[config.mk]
export PLATFORM = sky130hd
export DESIGN_NAME = lfsr_rng_server_flat
export DESIGN_NICKNAME = d
export VERILOG_FILES = /design/src/rtl/lfsr_rng_server_if.sv /design/src/rtl/lfsr_rng_server.sv /design/src/flat_wrapper.sv
export SDC_FILE = /design/constraint.sdc
export NUM_CORES = 1
export LEC_CHECK = 0
export BUFFER_PORTS_ARGS = -buffer_cell sky130_fd_sc_hd__buf_2
export CORE_ASPECT_RATIO = 0.8
export CORE_UTILIZATION = 30
export CTS_CLUSTER_DIAMETER = 150
export DETAILED_ROUTE_END_ITERATION = 16
export HOLD_SLACK_MARGIN = 0.12
export SYNTH_ARGS = -nofsm -noshare
export SYNTH_HDL_FRONTEND = slang
export SYNTH_SLANG_ARGS = --single-unit
export TNS_END_PERCENT = 10
[constraint.sdc]
create_clock -name clk_i -period 4.01 [get_ports clk_i]
set_input_delay 0.2005 -clock clk_i [delete_from_list [all_inputs] [get_ports clk_i]]
set_output_delay 0.2005 -clock clk_i [all_outputs]
set_load 0.005 [all_outputs]
[src/rtl/lfsr_rng_server_if.sv]
// Handshake bundle between the random-number server and its requesters.
// The server takes the slave modport; requesters (or a bench) take master.
interface lfsr_rng_server_if #(
  parameter int unsigned NUM_REQ = 4
);
  logic [NUM_REQ-1:0] req;
  logic [NUM_REQ-1:0] rnd_ready;
  logic [NUM_REQ-1:0] gnt;
  logic               rnd_valid;
  logic [31:0]        rnd;

  modport master (
    output req,
    output rnd_ready,
    input  gnt,
    input  rnd_valid,
    input  rnd
  );

  modport slave (
    input  req,
    input  rnd_ready,
    output gnt,
    output rnd_valid,
    output rnd
  );
endinterface

[src/rtl/lfsr_rng_server.sv]
// Shared 32-bit LFSR server: round-robin grants with a valid/ready handshake,
// seeding with zero-seed substitution, and a warm-up run after reset/reseed.
module lfsr_rng_server #(
  parameter int unsigned NUM_REQ       = 4,
  parameter logic [31:0] SEED          = 32'd12403652,
  parameter int unsigned WARMUP_CYCLES = 32
) (
  input  logic               clk_i,
  input  logic               reset_ni,
  input  logic [31:0]        seed_i,
  input  logic               seed_load_i,
  output logic               busy_o,
  lfsr_rng_server_if.slave   rng
);

  localparam int unsigned CNT_W = (WARMUP_CYCLES == 0) ? 1 : $clog2(WARMUP_CYCLES + 1);
  localparam int unsigned PTR_W = $clog2(NUM_REQ);

  localparam logic [CNT_W-1:0]   CNT_INIT = CNT_W'(WARMUP_CYCLES);
  localparam logic [CNT_W-1:0]   CNT_ONE  = CNT_W'(1);
  localparam logic [NUM_REQ-1:0] GNT_ONE  = NUM_REQ'(1);

  localparam logic [1:0] ST_WARMUP = 2'd0;
  localparam logic [1:0] ST_IDLE   = 2'd1;
  localparam logic [1:0] ST_SERVE  = 2'd2;
  localparam logic [1:0] ST_START  = (WARMUP_CYCLES == 0) ? ST_IDLE : ST_WARMUP;

  logic [1:0]         state_q, state_d;
  logic [CNT_W-1:0]   cnt_q, cnt_d;
  logic [31:0]        lfsr_q, lfsr_d;
  logic [PTR_W-1:0]   rr_ptr_q, rr_ptr_d;
  logic [NUM_REQ-1:0] gnt_q, gnt_d;
  logic [PTR_W-1:0]   gidx_q, gidx_d;

  logic               pick_found;
  logic [PTR_W-1:0]   pick_idx;
  logic               xfer;

  function automatic logic [31:0] lfsr_step(input logic [31:0] s);
    logic fb;
    fb = s[27] ^ s[23] ^ s[19] ^ s[18] ^ s[15] ^ s[11] ^ s[7] ^ s[4] ^ s[1];
    return {s[30:0], fb};
  endfunction

  // Index arithmetic modulo NUM_REQ, which need not be a power of two.
  function automatic logic [PTR_W-1:0] wrap_add(input logic [PTR_W-1:0] p,
                                                input int unsigned    off);
    int unsigned sum;
    sum = 32'(p) + off;
    if (sum >= NUM_REQ) sum = sum - NUM_REQ;
    return PTR_W'(sum);
  endfunction

  always_comb begin
    pick_found = 1'b0;
    pick_idx   = '0;
    for (int unsigned i = 0; i < NUM_REQ; i++) begin
      if (!pick_found && rng.req[wrap_add(rr_ptr_q, i)]) begin
        pick_found = 1'b1;
        pick_idx   = wrap_add(rr_ptr_q, i);
      end
    end
  end

  assign xfer = (state_q == ST_SERVE) && rng.rnd_ready[gidx_q] && rng.req[gidx_q];

  always_comb begin
    state_d  = state_q;
    cnt_d    = cnt_q;
    lfsr_d   = lfsr_q;
    rr_ptr_d = rr_ptr_q;
    gnt_d    = gnt_q;
    gidx_d   = gidx_q;

    case (state_q)
      ST_WARMUP: begin
        if (cnt_q == '0) begin
          state_d = ST_IDLE;
        end else begin
          lfsr_d = lfsr_step(lfsr_q);
          cnt_d  = cnt_q - CNT_ONE;
          if (cnt_q == CNT_ONE) state_d = ST_IDLE;
        end
      end
      ST_IDLE: begin
        if (pick_found) begin
          gnt_d   = GNT_ONE << pick_idx;
          gidx_d  = pick_idx;
          state_d = ST_SERVE;
        end
      end
      ST_SERVE: begin
        if (xfer) begin
          lfsr_d   = lfsr_step(lfsr_q);
          rr_ptr_d = wrap_add(gidx_q, 1);
          gnt_d    = '0;
          state_d  = ST_IDLE;
        end else if (!rng.req[gidx_q]) begin
          gnt_d   = '0;
          state_d = ST_IDLE;
        end
      end
      default: begin
        gnt_d   = '0;
        state_d = ST_IDLE;
      end
    endcase

    // Reseed overrides everything except the pointer advance of a same-cycle transfer.
    if (seed_load_i) begin
      state_d = ST_START;
      cnt_d   = CNT_INIT;
      lfsr_d  = (seed_i == 32'd0) ? SEED : seed_i;
      gnt_d   = '0;
    end
  end

  always_ff @(posedge clk_i or negedge reset_ni) begin
    if (!reset_ni) begin
      state_q  <= ST_START;
      cnt_q    <= CNT_INIT;
      lfsr_q   <= SEED;
      rr_ptr_q <= '0;
      gnt_q    <= '0;
      gidx_q   <= '0;
    end else begin
      state_q  <= state_d;
      cnt_q    <= cnt_d;
      lfsr_q   <= lfsr_d;
      rr_ptr_q <= rr_ptr_d;
      gnt_q    <= gnt_d;
      gidx_q   <= gidx_d;
    end
  end

  assign rng.gnt       = gnt_q;
  assign rng.rnd_valid = (state_q == ST_SERVE);
  assign rng.rnd       = (state_q == ST_SERVE) ? lfsr_q : 32'd0;
  assign busy_o        = (state_q == ST_WARMUP);

endmodule
[src/flat_wrapper.sv]
// flat-port wrapper written by rule: the top's interface ports become plain ports
module lfsr_rng_server_flat 
#(
  parameter int unsigned NUM_REQ       = 4,
  parameter logic [31:0] SEED          = 32'd12403652,
  parameter int unsigned WARMUP_CYCLES = 32
)
  (clk_i, reset_ni, seed_i, seed_load_i, busy_o, rng_req, rng_rnd_ready, rng_gnt, rng_rnd_valid, rng_rnd);
  lfsr_rng_server_if #(.NUM_REQ(NUM_REQ)) rng_i ();
  input  logic clk_i;
  input  logic reset_ni;
  input  logic [31:0] seed_i;
  input  logic seed_load_i;
  output logic busy_o;
  input wire logic [$bits(rng_i.req)-1:0] rng_req;
  input wire logic [$bits(rng_i.rnd_ready)-1:0] rng_rnd_ready;
  output wire logic [$bits(rng_i.gnt)-1:0] rng_gnt;
  output wire logic [$bits(rng_i.rnd_valid)-1:0] rng_rnd_valid;
  output wire logic [$bits(rng_i.rnd)-1:0] rng_rnd;
  assign rng_i.req = rng_req;
  assign rng_i.rnd_ready = rng_rnd_ready;
  assign rng_gnt = rng_i.gnt;
  assign rng_rnd_valid = rng_i.rnd_valid;
  assign rng_rnd = rng_i.rnd;
  lfsr_rng_server #(.NUM_REQ(NUM_REQ), .SEED(SEED), .WARMUP_CYCLES(WARMUP_CYCLES)) u_core (.clk_i(clk_i), .reset_ni(reset_ni), .seed_i(seed_i), .seed_load_i(seed_load_i), .busy_o(busy_o), .rng(rng_i));
endmodule
# --- Word-level counts from Yosys, hierarchy flattened ---
# Index checks and enable logic that the tools add are counted.
totals:
  in_bits: 43
  wordCells: 110
  regBits: 48
  output_inout_bits: 38
op_classes:
  n_reduce_logical: 19
  muxes: 46
  shift: 1
  bitwise_logic: 8
  magnitude_cmp: 10
  addsub: 10
  n_eq_ne: 10
op_table:
  columns: ["cell", "n"]
  rows:
  - ["$mux 32", 5]
  - ["$pmux 32 s2", 1]
  - ["$logic_not 32->1", 1]
  - ["$mux 2", 15]
  - ["$mux 6", 3]
  - ["$mux 4", 4]
  - ["$lt 2x3->1 const B", 5]
  - ["$bmux 1 s2", 6]
  - ["$ge 3x3->1 const B", 4]
  - ["$pmux 4 s3", 1]
  - ["$mux 1", 10]
  - ["$sub 2x1->2 const B", 5]
  - ["$reduce_and 3->1", 3]
  - ["$xor 1x1->1", 8]
  - ["$add 2x1->3 const B", 2]
  - ["$add 2x2->3 const B", 2]
  - ["$eq 6x1->1 const B", 1]
  - ["$logic_not 6->1", 1]
  - ["$ne 3x2->1 const B", 2]
  - ["$pmux 2 s3", 1]
  - ["$reduce_and 2->1", 3]
  - ["$sub 6x1->6 const B", 1]
  - ["$logic_and 1x1->1", 5]
  - ["$ne 2x2->1 const B", 2]
  - ["other kinds (11)", 13]

# --- Longest topological paths before layout ---
logic_depth:
  ltp_word: 18
  ltp_mapped: 8
  depth_no_buf: 6

# --- Worst setup path before layout ---
# No wires, ideal clock.
synth_path:
  kind: "register to register"
  startpoint: "register u_core.gidx_q[0]"
  endpoint: "register u_core.lfsr_q[17]"
  period_less_slack_ns: 1.816
  slack_ns: 2.194
  n_path_buf: 2
  path_stages_with_launch: 7
  arrival_time_ns: 1.689
  path_cell_list: "dfrtp_1 -> mux4_1 -> nand3_4 -> and3_1 -> buf_6 -> buf_2 -> o21ai_0"
synth_via:
  elab_chain_len: 6
synth_lines:
  columns: ["item", "line_no", "rtl"]
  rows:
  - ["start: declaration", "lfsr_rng_server.sv:33", "logic [PTR_W-1:0] gidx_q, gidx_d;"]
  - ["start signal: assignment", "lfsr_rng_server.sv:132", "gidx_q <= gidx_d;"]
  - ["$bmux 1 s2", "lfsr_rng_server.sv:65", "assign xfer = (state_q == ST_SERVE) && rng.rnd_ready[gidx_q] && rng.req[gidx_q];"]
  - ["$mux 1 (implied by the code)", "lfsr_rng_server.sv:65", null]
  - ["$logic_and 1x1->1", "lfsr_rng_server.sv:65", null]
  - ["$logic_and 1x1->1 (*)", "lfsr_rng_server.sv:65", null]
  - ["$ne 3x2->1 (no source line) (*)", null, null]
  - ["$reduce_and 3->1 (no source line) (*)", null, null]
  - ["end signal: assignment", "lfsr_rng_server.sv:129", "lfsr_q <= lfsr_d;"]
  - ["end: declaration", "lfsr_rng_server.sv:30", "logic [31:0] lfsr_q, lfsr_d;"]
# Mark *: on every way between the ends. The rest lies on a longest branch, timed or not. The select of a mux whose other input is x is not followed.
# A chain may end at the register's enable or synchronous reset.

# --- Worst setup path after layout ---
layout_path:
  startpoint: "register u_core.cnt_q[2]"
  endpoint: "register u_core.lfsr_q[26]"
layout_via:
  elab_chain_len: 3
layout_lines:
  columns: ["item", "line_no", "rtl"]
  rows:
  - ["start: declaration", "lfsr_rng_server.sv:29", "logic [CNT_W-1:0] cnt_q, cnt_d;"]
  - ["start signal: assignment", "lfsr_rng_server.sv:128", "cnt_q <= cnt_d;"]
  - ["$logic_not 6->1", "lfsr_rng_server.sv:77", "if (cnt_q == '0) begin"]
  - ["$ne 3x3->1 (no source line)", null, null]
  - ["$reduce_and 3->1 (no source line)", null, null]
# No other way between the ends.

==> flow_metrics.tcl <==
set metrics [dict create \
    htree_levels 2 \
    crit_path_end_kind "flop" \
    final_cell_mix "buf_2 (80), dfrtp_1 (35), and2_1 (32), nand4_1 (32), o21ai_0 (26)" \
    cts_resized 0 \
    p_int_mw 1.30 \
    place_hpwl_mm 5.73 \
    reg2reg_slack_ns 1.26 \
    die-area_sq_mm 0.0107 \
    max-slew-margin-rel 0.281 \
    first_pass_iters 4 \
    worst_pin_slew_ns 1.08 \
    drive_gt1_frac 0.319 \
    layout_commonest_cell "buf_2" \
    ys_async_sr_fraction 1.00 \
    reg2regPathDepth 5 \
    cts_buffer_depth 2 \
    synth_top_family_by_area "simple AND/OR/NAND/NOR gates" \
    combPwrFrac 0.378 \
    drc 0 \
    dp_worst_setup_slack_ns 1.26 \
    p_seq_frac 0.424 \
    cts_hold_buf 0 \
    synthAdderAreaFrac 0.0122 \
    fmax_mhz 364 \
    cts_num_sinks 48 \
    routed_wl_mm 8.12 \
    fp.dieH_microns 92.7 \
    status "completed" \
    yosys_most_used_dff "dfrtp_1" \
    synth_fp_nets 355 \
    clk_pin_slew_worst_paths_ns 0.07 \
    cts_tree "done" \
    setup_viol 0 \
    antenna_found_initial 0 \
    seq_area_frac_synth 0.395 \
    r2r-end "u_core.lfsr_q[26]" \
    leakagePower_nw 1.62 \
    synth.area.mux_share 0.0820 \
    drt-initial-drc-count 143 \
    synth_edf_count 0 \
    cts_root_buffer "clkbuf_16" \
    layout.nets 418 \
    powerDensity_mw_per_mm2 554 \
    drt-wirelength-per-cell_microns 16.0 \
    num_io_pins 81 \
    peakVddDrop_mv 0.248 \
    postRouteAntennaNets 0 \
    yosys.area_share.xor_xnor 0.0329 \
    grt_util_all_layers 0.157 \
    timing.final.crit_share 0.685 \
    synthSimpleGateAreaFrac 0.229 \
    initial_core_util 0.314 \
    tns_ns 0 \
    start_kind "flop" \
    p_switching_uw 739 \
    cts_setup_buffers 0 \
    fillCellCount 1007 \
    syn_area_per_cell_sq_um 9.97 \
    drv_slew 0 \
    synth-seq-cells 48 \
    syn_to_final_growth_pct 19.6 \
    clk_latency_ns 0.28 \
    ys_warn_count 0 \
    ys_types 45 \
    hold_viol_final 0 \
    fin_crit_ns 2.75 \
    dpl_cell_area_sq_mm 0.00355 \
    routed_via_density 5.26 \
    syn_area_sq_mm 0.00308 \
    die_x_microns 115 \
    clock_skew_ns 0.00635 \
    cp.required_ns 4.13 \
    finalWorstSetupSlack_ns 1.26 \
    crit_path_start "u_core.cnt_q[2]" \
    port_buffers 80 \
    grt-ovfl-total 0 \
    worst-setup-path-type "flop to flop" \
    hold_path_class "primary input to async pin" \
    design_area_sq_mm 0.00368 \
    swShare 0.362 \
    maxCapViolCount 0 \
    syn-instance-count 309 \
    grt_max_degree 49 \
    clockPowerShare 0.198 \
    cp.arrival_ns 2.87 \
    cts_buffers 5 \
    grt_pass1_vias 2517 \
    rr_startpoint "u_core.cnt_q[2]" \
    antennaDiodeCount 0 \
    vias 2676 \
    rsz0062_at_grt "no" \
    core_sq_mm 0.00981 \
    grt_pass1_wl_mm 13.1 \
    synth_compound_area_frac 0.199 \
    critPathMaxFanout 37 \
    num_rows 32 \
    place_congestion 0.799 \
]
## cells by family after synthesis
group | Yosys count
adder cells (fa/ha/maj) | 3
multiplexers | 22
AO/OA/AOI/OAI | 73
AND/OR/NAND/NOR | 120
buffers and inverters | 33
XOR/XNOR | 10
flip-flops | 48
## power groups by stage
stage	Combinational, mW	Sequential (mW)	Clock [mW]
floorplan	0.638	0.807	0
global placement	0.753	0.871	0
detailed placement	0.771	0.872	0
CTS	0.779	0.865	0.417
global route	0.859	0.895	0.438
finish	0.771	0.866	0.403
## metrics by stage
stage | util | total power, mW | instances | hold WS [ns]
after floorplan | - | 1.45 | 309 | -0.0951
after global placement | 0.362 | 1.62 | 501 | 0.465
after detailed placement | 0.362 | 1.64 | 501 | 0.467
after CTS | 0.376 | 2.06 | 509 | 0.158
after global routing | 0.376 | 2.19 | 509 | 0.199
final | 0.376 | 2.04 | 509 | 0.101
## synthesized netlist by cell type, drive strengths merged, types with 2 or more instances
library cell	number	area, sq um
dfrtp	35	876
and2	32	200
nand4	32	200
o21ai	26	130
clkbuf	21	78.8
mux2i	20	200
nor2	19	71.3
a211oi	13	97.6
dfstp	13	342
o31ai	12	233
a21oi	10	50.1
nor4	9	56.3
nand2	8	30.0
xnor2	7	61.3
buf	6	52.5
inv	6	22.5
a32o	4	40.0
or3	4	25.0
ha	3	37.5
nand2b	3	18.8
a21o	2	15.0
and4	2	17.5
mux4	2	52.6
nor2b	2	12.5
or2	2	12.5
xor2	2	17.5
## per-layer routing
layer | routed length (microns) | up-vias | global-route usage | share of wire
met1 | 3850 | 1294 | 0.244 | 0.47
met5 | 0 | - | 0 | 0
met3 | 613 | 12 | 0.0275 | 0.076
li1 | - | 1280 | - | -
met4 | 97 | 0 | 0.0390 | 0.012
met2 | 3550 | 90 | 0.221 | 0.44
## worst max-delay path by stage
| stage | cells past startpoint | to |
|---|---|---|
| floorplan | 6 | u_core.lfsr_q[17] |
| global placement | 4 | u_core.lfsr_q[28] |
| detailed placement | 5 | u_core.lfsr_q[25] |
| CTS | 5 | u_core.lfsr_q[25] |
| global route | 5 | u_core.lfsr_q[26] |
| finish | 5 | u_core.lfsr_q[26] |
## worst max-delay path, cell delays in order (launching register included)
cell	delay [ns]
dfrtp_1	0.43
nor4_1	0.53
a21o_1	0.20
buf_4	0.34
and3_2	0.84
o21ai_0	0.22
## flip-flops by register name, indices dropped and copies added (netlist names)
register	cells
u_core.lfsr_q	32
u_core.cnt_q	6
u_core.rng.gnt	4
u_core.gidx_q	2
u_core.rr_ptr_q	2
u_core.state_q	2
## cell type report
type,instances,area [sq um],area share
clock inverters,1,5.00,0.00136
clock buffers,7,133,0.0360
flip-flops and latches,48,1220,0.330
multi-input cells,228,1710,0.465
inverters,6,22.5,0.00611
repair buffers,83,423,0.115
well taps,136,170,0.0462
Power figures use the tool's default switching activity.
